<file path="src/rtl/intc_pkg.sv">
// intc_pkg: shared constants and channel-mode type for the interrupt status register block
package intc_pkg;
  localparam int INTC_BUS_DW = 32;
  localparam int INTC_NCH_DEF = 8;
  localparam int INTC_TMO_W_DEF = 8;
  typedef enum logic {INTC_LEVEL = 1'b0, INTC_EDGE = 1'b1} intc_mode_e;
endpackage

</file>
<file path="src/rtl/intc_rg_w1c_sts_if.sv">
// intc_rg_w1c_sts_if: register write strobes, write data and register readback
interface intc_rg_w1c_sts_if
  import intc_pkg::*;
#(
  parameter int NCH = INTC_NCH_DEF,
  parameter int TMO_W = INTC_TMO_W_DEF
);
  logic sts_we_i;
  logic ovf_we_i;
  logic msk_we_i;
  logic tmo_we_i;
  logic [INTC_BUS_DW-1:0] bs_wdata_i;
  logic [NCH-1:0] sts_o;
  logic [NCH-1:0] ovf_o;
  logic [NCH-1:0] msk_o;
  logic [TMO_W-1:0] tmo_o;
  modport master (
    output sts_we_i, ovf_we_i, msk_we_i, tmo_we_i, bs_wdata_i,
    input sts_o, ovf_o, msk_o, tmo_o
  );
  modport slave (
    input sts_we_i, ovf_we_i, msk_we_i, tmo_we_i, bs_wdata_i,
    output sts_o, ovf_o, msk_o, tmo_o
  );
endinterface

</file>
<file path="src/rtl/dff_rst.sv">
// dff_rst: W-bit register with synchronous active-high reset to RST_VL
module dff_rst #(
  parameter int W = 1,
  parameter logic [W-1:0] RST_VL = '0
) (
  input  logic clk,
  input  logic rst,
  input  logic [W-1:0] d,
  output logic [W-1:0] q
);
  always_ff @(posedge clk) q <= rst ? RST_VL : d;
endmodule

</file>
<file path="src/rtl/intc_evt_det.sv">
// intc_evt_det: per-channel event detector, rising edge or level
module intc_evt_det
  import intc_pkg::*;
#(
  parameter intc_mode_e MODE = INTC_EDGE
) (
  input  logic clk,
  input  logic rst,
  input  logic evt,
  output logic set
);
  logic prev;
  dff_rst #(.W(1)) u_prev (.clk(clk), .rst(rst), .d(evt), .q(prev));
  assign set = evt & ((MODE == INTC_LEVEL) | ~prev);
endmodule

</file>
<file path="src/rtl/intc_rg_w1c_sts.sv">
// intc_rg_w1c_sts: sticky W1C event status with mask, overflow and coalesced irq
module intc_rg_w1c_sts
  import intc_pkg::*;
#(
  parameter int NCH = INTC_NCH_DEF,
  parameter logic [NCH-1:0] EDGE_SEL = {NCH{1'b1}},
  parameter int TMO_W = INTC_TMO_W_DEF,
  parameter logic [NCH-1:0] MSK_RST_VL = {NCH{1'b1}}
) (
  input  logic clk,
  input  logic rst,
  input  logic [NCH-1:0] evt_i,
  input  logic sync_cpu_int_i,
  intc_rg_w1c_sts_if.slave bus,
  output logic irq_o
);
  logic [NCH-1:0] set, wdat, sts_q, ovf_q, msk_q, sts_d, ovf_d, msk_d, sts_clr, ovf_clr;
  logic [TMO_W-1:0] tmo_q, tmo_d, cnt_q, cnt_d;
  logic [TMO_W:0] cnt_inc;
  logic pend_any, irq_d, unused_wdata;
  for (genvar i = 0; i < NCH; i++) begin : g_det
    intc_evt_det #(.MODE(EDGE_SEL[i] ? INTC_EDGE : INTC_LEVEL)) u_det (
      .clk(clk), .rst(rst), .evt(evt_i[i]), .set(set[i])
    );
  end
  assign wdat = bus.bs_wdata_i[NCH-1:0];
  assign unused_wdata = ^bus.bs_wdata_i;
  // new events take priority over every clear source in the same cycle
  always_comb begin
    sts_clr = {NCH{sync_cpu_int_i}} | ({NCH{bus.sts_we_i}} & wdat);
    ovf_clr = {NCH{sync_cpu_int_i}} | ({NCH{bus.ovf_we_i}} & wdat);
    sts_d = set | (sts_q & ~sts_clr);
    ovf_d = (set & sts_q) | (ovf_q & ~ovf_clr);
    msk_d = bus.msk_we_i ? wdat : msk_q;
    tmo_d = bus.tmo_we_i ? bus.bs_wdata_i[TMO_W-1:0] : tmo_q;
    pend_any = |(sts_q & ~msk_q);
    cnt_inc = {1'b0, cnt_q} + 1'b1;
    cnt_d = (!pend_any || irq_o || bus.tmo_we_i) ? '0 : (&cnt_q ? cnt_q : cnt_inc[TMO_W-1:0]);
    irq_d = pend_any & ((tmo_q == '0) | (cnt_inc >= {1'b0, tmo_q}));
  end
  dff_rst #(.W(NCH)) u_sts (.clk(clk), .rst(rst), .d(sts_d), .q(sts_q));
  dff_rst #(.W(NCH)) u_ovf (.clk(clk), .rst(rst), .d(ovf_d), .q(ovf_q));
  dff_rst #(.W(NCH), .RST_VL(MSK_RST_VL)) u_msk (.clk(clk), .rst(rst), .d(msk_d), .q(msk_q));
  dff_rst #(.W(TMO_W)) u_tmo (.clk(clk), .rst(rst), .d(tmo_d), .q(tmo_q));
  dff_rst #(.W(TMO_W)) u_cnt (.clk(clk), .rst(rst), .d(cnt_d), .q(cnt_q));
  dff_rst #(.W(1)) u_irq (.clk(clk), .rst(rst), .d(irq_d), .q(irq_o));
  assign bus.sts_o = sts_q;
  assign bus.ovf_o = ovf_q;
  assign bus.msk_o = msk_q;
  assign bus.tmo_o = tmo_q;
endmodule

</file>
<file path="src/flat_wrapper.sv">
// flat-port wrapper written by rule: the top's interface ports become plain ports
module intc_rg_w1c_sts_flat import intc_pkg::*;
#(
  parameter int NCH = INTC_NCH_DEF,
  parameter logic [NCH-1:0] EDGE_SEL = {NCH{1'b1}},
  parameter int TMO_W = INTC_TMO_W_DEF,
  parameter logic [NCH-1:0] MSK_RST_VL = {NCH{1'b1}}
)
  (clk, rst, evt_i, sync_cpu_int_i, irq_o, bus_sts_we_i, bus_ovf_we_i, bus_msk_we_i, bus_tmo_we_i, bus_bs_wdata_i, bus_sts_o, bus_ovf_o, bus_msk_o, bus_tmo_o);
  intc_rg_w1c_sts_if #(.NCH(NCH), .TMO_W(TMO_W)) bus_i ();
  input  logic clk;
  input  logic rst;
  input  logic [NCH-1:0] evt_i;
  input  logic sync_cpu_int_i;
  output logic irq_o;
  input wire logic [$bits(bus_i.sts_we_i)-1:0] bus_sts_we_i;
  input wire logic [$bits(bus_i.ovf_we_i)-1:0] bus_ovf_we_i;
  input wire logic [$bits(bus_i.msk_we_i)-1:0] bus_msk_we_i;
  input wire logic [$bits(bus_i.tmo_we_i)-1:0] bus_tmo_we_i;
  input wire logic [$bits(bus_i.bs_wdata_i)-1:0] bus_bs_wdata_i;
  output wire logic [$bits(bus_i.sts_o)-1:0] bus_sts_o;
  output wire logic [$bits(bus_i.ovf_o)-1:0] bus_ovf_o;
  output wire logic [$bits(bus_i.msk_o)-1:0] bus_msk_o;
  output wire logic [$bits(bus_i.tmo_o)-1:0] bus_tmo_o;
  assign bus_i.sts_we_i = bus_sts_we_i;
  assign bus_i.ovf_we_i = bus_ovf_we_i;
  assign bus_i.msk_we_i = bus_msk_we_i;
  assign bus_i.tmo_we_i = bus_tmo_we_i;
  assign bus_i.bs_wdata_i = bus_bs_wdata_i;
  assign bus_sts_o = bus_i.sts_o;
  assign bus_ovf_o = bus_i.ovf_o;
  assign bus_msk_o = bus_i.msk_o;
  assign bus_tmo_o = bus_i.tmo_o;
  intc_rg_w1c_sts #(.NCH(NCH), .EDGE_SEL(EDGE_SEL), .TMO_W(TMO_W), .MSK_RST_VL(MSK_RST_VL)) u_core (.clk(clk), .rst(rst), .evt_i(evt_i), .sync_cpu_int_i(sync_cpu_int_i), .bus(bus_i), .irq_o(irq_o));
endmodule
</file>
<file path="config.mk">
export PLATFORM = sky130hd
export DESIGN_NAME = intc_rg_w1c_sts_flat
export DESIGN_NICKNAME = d
export VERILOG_FILES = /design/src/rtl/intc_pkg.sv /design/src/rtl/intc_rg_w1c_sts_if.sv /design/src/rtl/dff_rst.sv /design/src/rtl/intc_evt_det.sv /design/src/rtl/intc_rg_w1c_sts.sv /design/src/flat_wrapper.sv
export SDC_FILE = /design/constraint.sdc
export NUM_CORES = 1
export LEC_CHECK = 0
export BUFFER_PORTS_ARGS = -buffer_cell sky130_fd_sc_hd__buf_2
export CELL_PAD_IN_SITES_DETAIL_PLACEMENT = 2
export CELL_PAD_IN_SITES_GLOBAL_PLACEMENT = 2
export CORE_MARGIN = 2
export CORE_UTILIZATION = 28
export CTS_CLUSTER_DIAMETER = 80
export DETAILED_ROUTE_END_ITERATION = 6
export PLACE_DENSITY_LB_ADDON = 0.08
export SLEW_MARGIN = 20
export SYNTH_ARGS = -nofsm -noshare
export SYNTH_HDL_FRONTEND = slang
export SYNTH_SLANG_ARGS = --single-unit
</file>
<file path="constraint.sdc">
create_clock -name clk -period 2.15 [get_ports clk]
set_clock_uncertainty 0.1 [all_clocks]
set_input_delay 0.1075 -clock clk [delete_from_list [all_inputs] [get_ports clk]]
set_output_delay 0.1075 -clock clk [all_outputs]
set_load 0.05 [all_outputs]
</file>
==> flow_summary.toml <==
[setup_path]
endpoint_kind = "flip-flop"
timing.rr.start = "u_core.u_cnt.q[1]"
ff2ff_setup_slack_ns = 0.19
arrival_ns = 2.06
cp_slowest_cell = "dfxtp_2"
crit_buf_inv = 0
slowest_delay_ns = 0.36
path_max_fanout = 4
worst-setup-path-type = "reg2reg"
crit_path_start_kind = "flip-flop"
cp_top_family = "adder cells"
crit_chain = "ha_1 > and4_1 > nand2_2 > xnor2_2 > ha_1 > a21oi_1 > o21ai_1 > a21oi_1 > o21ai_0"
cp_data_required_time_ns = 2.25
r2r_end = "u_core.u_irq.q"
reg2regPathDepth = 9

[cells_and_area]
syn2layout_area_growth_pct = 30.24
antenna_cells = 0
drive_gt1_share_pct = 24.60
fin_nets = 369
final.fill_count = 871

[die]
ioPinCount = 80
die_w_um = 92.33
die_area_mm2 = 0.008525
rows = 32
core_mm2 = 0.007647
die_y_um = 92.33
start_util_pct = 28.57

[logic_synthesis]
yosysSeqAreaShare_pct = 44.90
synth_area_leaders = "dfxtp_1 45%, mux2i_1 8.2%, nand3b_1 6.9%"
ys_seq_elements = 49
syn-num-nets = 295
netlist_instances = 239
synth_top_area_share_pct = 44.90
synth_cell_types = 33
synthArstFlopShare_pct = 0
synthesis.area_mm2 = 0.002185
synth-edff-count = 0
synth_most_common_cell = "dfxtp_1"
dominantRegCellSynth = "dfxtp_1"
yosysTopAreaCell = "dfxtp_1"
yosysWarnings = 0
yosys-top-cells-count = "49 x dfxtp_1, 28 x nand2_1, 20 x nand3b_1, 20 x nor2_1, 19 x a21oi_1"
avgSynthCellArea_um2 = 9.141

[place]
io_buffer_count = 55
gp_congestion = 0.6852
dpl.hpwl_um = 4716

[global_routing]
grt_max_degree = 19
grt_overflow = 0
grt_pass1_vias = 2067
grt_use_total_pct = 16.12
grt_pass1_wl_um = 10720
antenna_found_initial = 0

[clocking]
cts.sinks = 49
cts-htree-levels = 2
clk_path_buf_depth = 2
clk_latency_ns = 0.31
numCtsBuffers = 5
cts_tree = "built"
clockRootBuffer = "clkbuf_8"
clk_pin_slew_ns = 0.09

[detailed_routing]
drtIter0Drc = 51
first_pass_iters = 4
wirelength_um = 6417
antenna_left = 0
routed_via_density = 4.663
wl_per_cell_um = 15.46
vias = 1935
drc_errors = 0

[timing]
tightest_slew_ns = 0.5534
setup_viol = 0
slew-limit-headroom_pct = 62.83
period_minus_slack_ns = 1.963
hold_viol = 0
fmax_ghz = 0.5094
period_share_pct = 91.30
finalMaxSlewViolations = 0
holdWs_ns = 0.09027

[flow_run]
maxCapViolCount = 0

[run_status]
status = "finished, final reports clean"

[pwr]
power.leakage_uw = 0.001269
finalPower_uw = 1893
ir_worst_vdd_mv = 0.2345
power.density_mw_per_mm2 = 665.2

[hold_path]
hold_depth = 2
holdCritPathClass = "in2reg"
min_from = "rst"
min_to = "u_core.g_det[0].u_det.u_prev.q"
sequential cells by signal, indices dropped and copies added, names as in the netlist:
| name | flops |
|---|---|
| u_core.u_sts.q | 8 |
| u_core.u_irq.q | 1 |
| u_core.g_det.u_det.u_prev.q | 8 |
| u_core.u_ovf.q | 8 |
| u_core.u_msk.q | 8 |
| u_core.u_cnt.q | 8 |
| u_core.u_tmo.q | 8 |
cells by family (layout without fill, tap and decap cells):
kind of cell	Yosys count	count (layout)	share of synthesized area, %
compound gates	34	34	9.794
xor+xnor	7	7	2.806
fa+ha+maj	9	9	5.155
buf+inv	21	95	3.723
flops	49	49	44.90
mux	18	18	8.247
simple gates	101	101	25.37
report_power, final:
part / internal (uW) / switching [uW]
logic: 120 / 236
registers: 950 / 33.4
clock network: 225 / 328
final cells by class:
| cell class | count | area, um^2 | area share, % |
|---|---|---|---|
| Clock buffer | 5 | 68.82 | 2.419 |
| Timing Repair Buffer | 76 | 473.0 | 16.62 |
| Sequential cell | 49 | 982.2 | 34.52 |
| Multi-Input combinational cell | 169 | 1132 | 39.80 |
| Inverter | 12 | 45.04 | 1.583 |
| Tap cell | 102 | 127.6 | 4.485 |
| Clock inverter | 2 | 16.27 | 0.5717 |
routing by layer:
metal	part of all wire (%)	up-vias	routed length [um]	global-route usage [%]
li1	-	954	-	-
met2	48	30	3097	27.19
met4	0.94	0	60	3.358
met3	3.4	6	217	4.394
met5	0	-	0	0
met1	47	945	3041	20.64
layout by cell type (no fill, tap or decap), drive strengths merged, types with 3 or more instances in the layout:
cell	instances
xnor2	4
inv	12
mux2i	18
nor2b	10
buf	60
dlygate4sd3	16
xor2	3
a21oi	19
nand2b	13
ha	9
nand2	29
o21ai	4
clkbuf	5
nand3b	20
dfxtp	49
nor2	20
how the worst max path moves through the flow:
stage	to	depth (start not counted)	start	slack (ns)
3_5_place_dp	u_core.u_irq.q	9	u_core.u_cnt.q[1]	0.11
2_1_floorplan	u_core.u_irq.q	9	u_core.u_cnt.q[0]	0.24
6_report	u_core.u_irq.q	9	u_core.u_cnt.q[1]	0.19
3_3_place_gp	u_core.u_irq.q	9	u_core.u_cnt.q[1]	0.12
4_1_cts	u_core.u_irq.q	9	u_core.u_cnt.q[1]	0.10
5_1_grt	u_core.u_irq.q	9	u_core.u_cnt.q[1]	-0.01
stage by stage:
stage               setup TNS (ns)  std cells  instance area [um^2]  util [%]  setup slack [ns]
floorplan                        0        239                  2185         -            0.2377
global route              -0.01353        415                  2845     37.21          -0.01353
global placement                 0        391                  2581     33.75            0.1218
finish                           0        415                  2845     37.21            0.1870
CTS                              0        414                  2826     36.96            0.1011
detailed placement               0        391                  2581     33.75            0.1132
timing repair:
item / CTS / global route
resized for setup: 0 / 4
endpoints found under the hold margin: 31 / 0
setup buffers: 0 / 1
hold buffers: 16 / 0
endpoints found under the setup margin: 0 / 1
No activity file was read; power rests on OpenSTA's default activity.
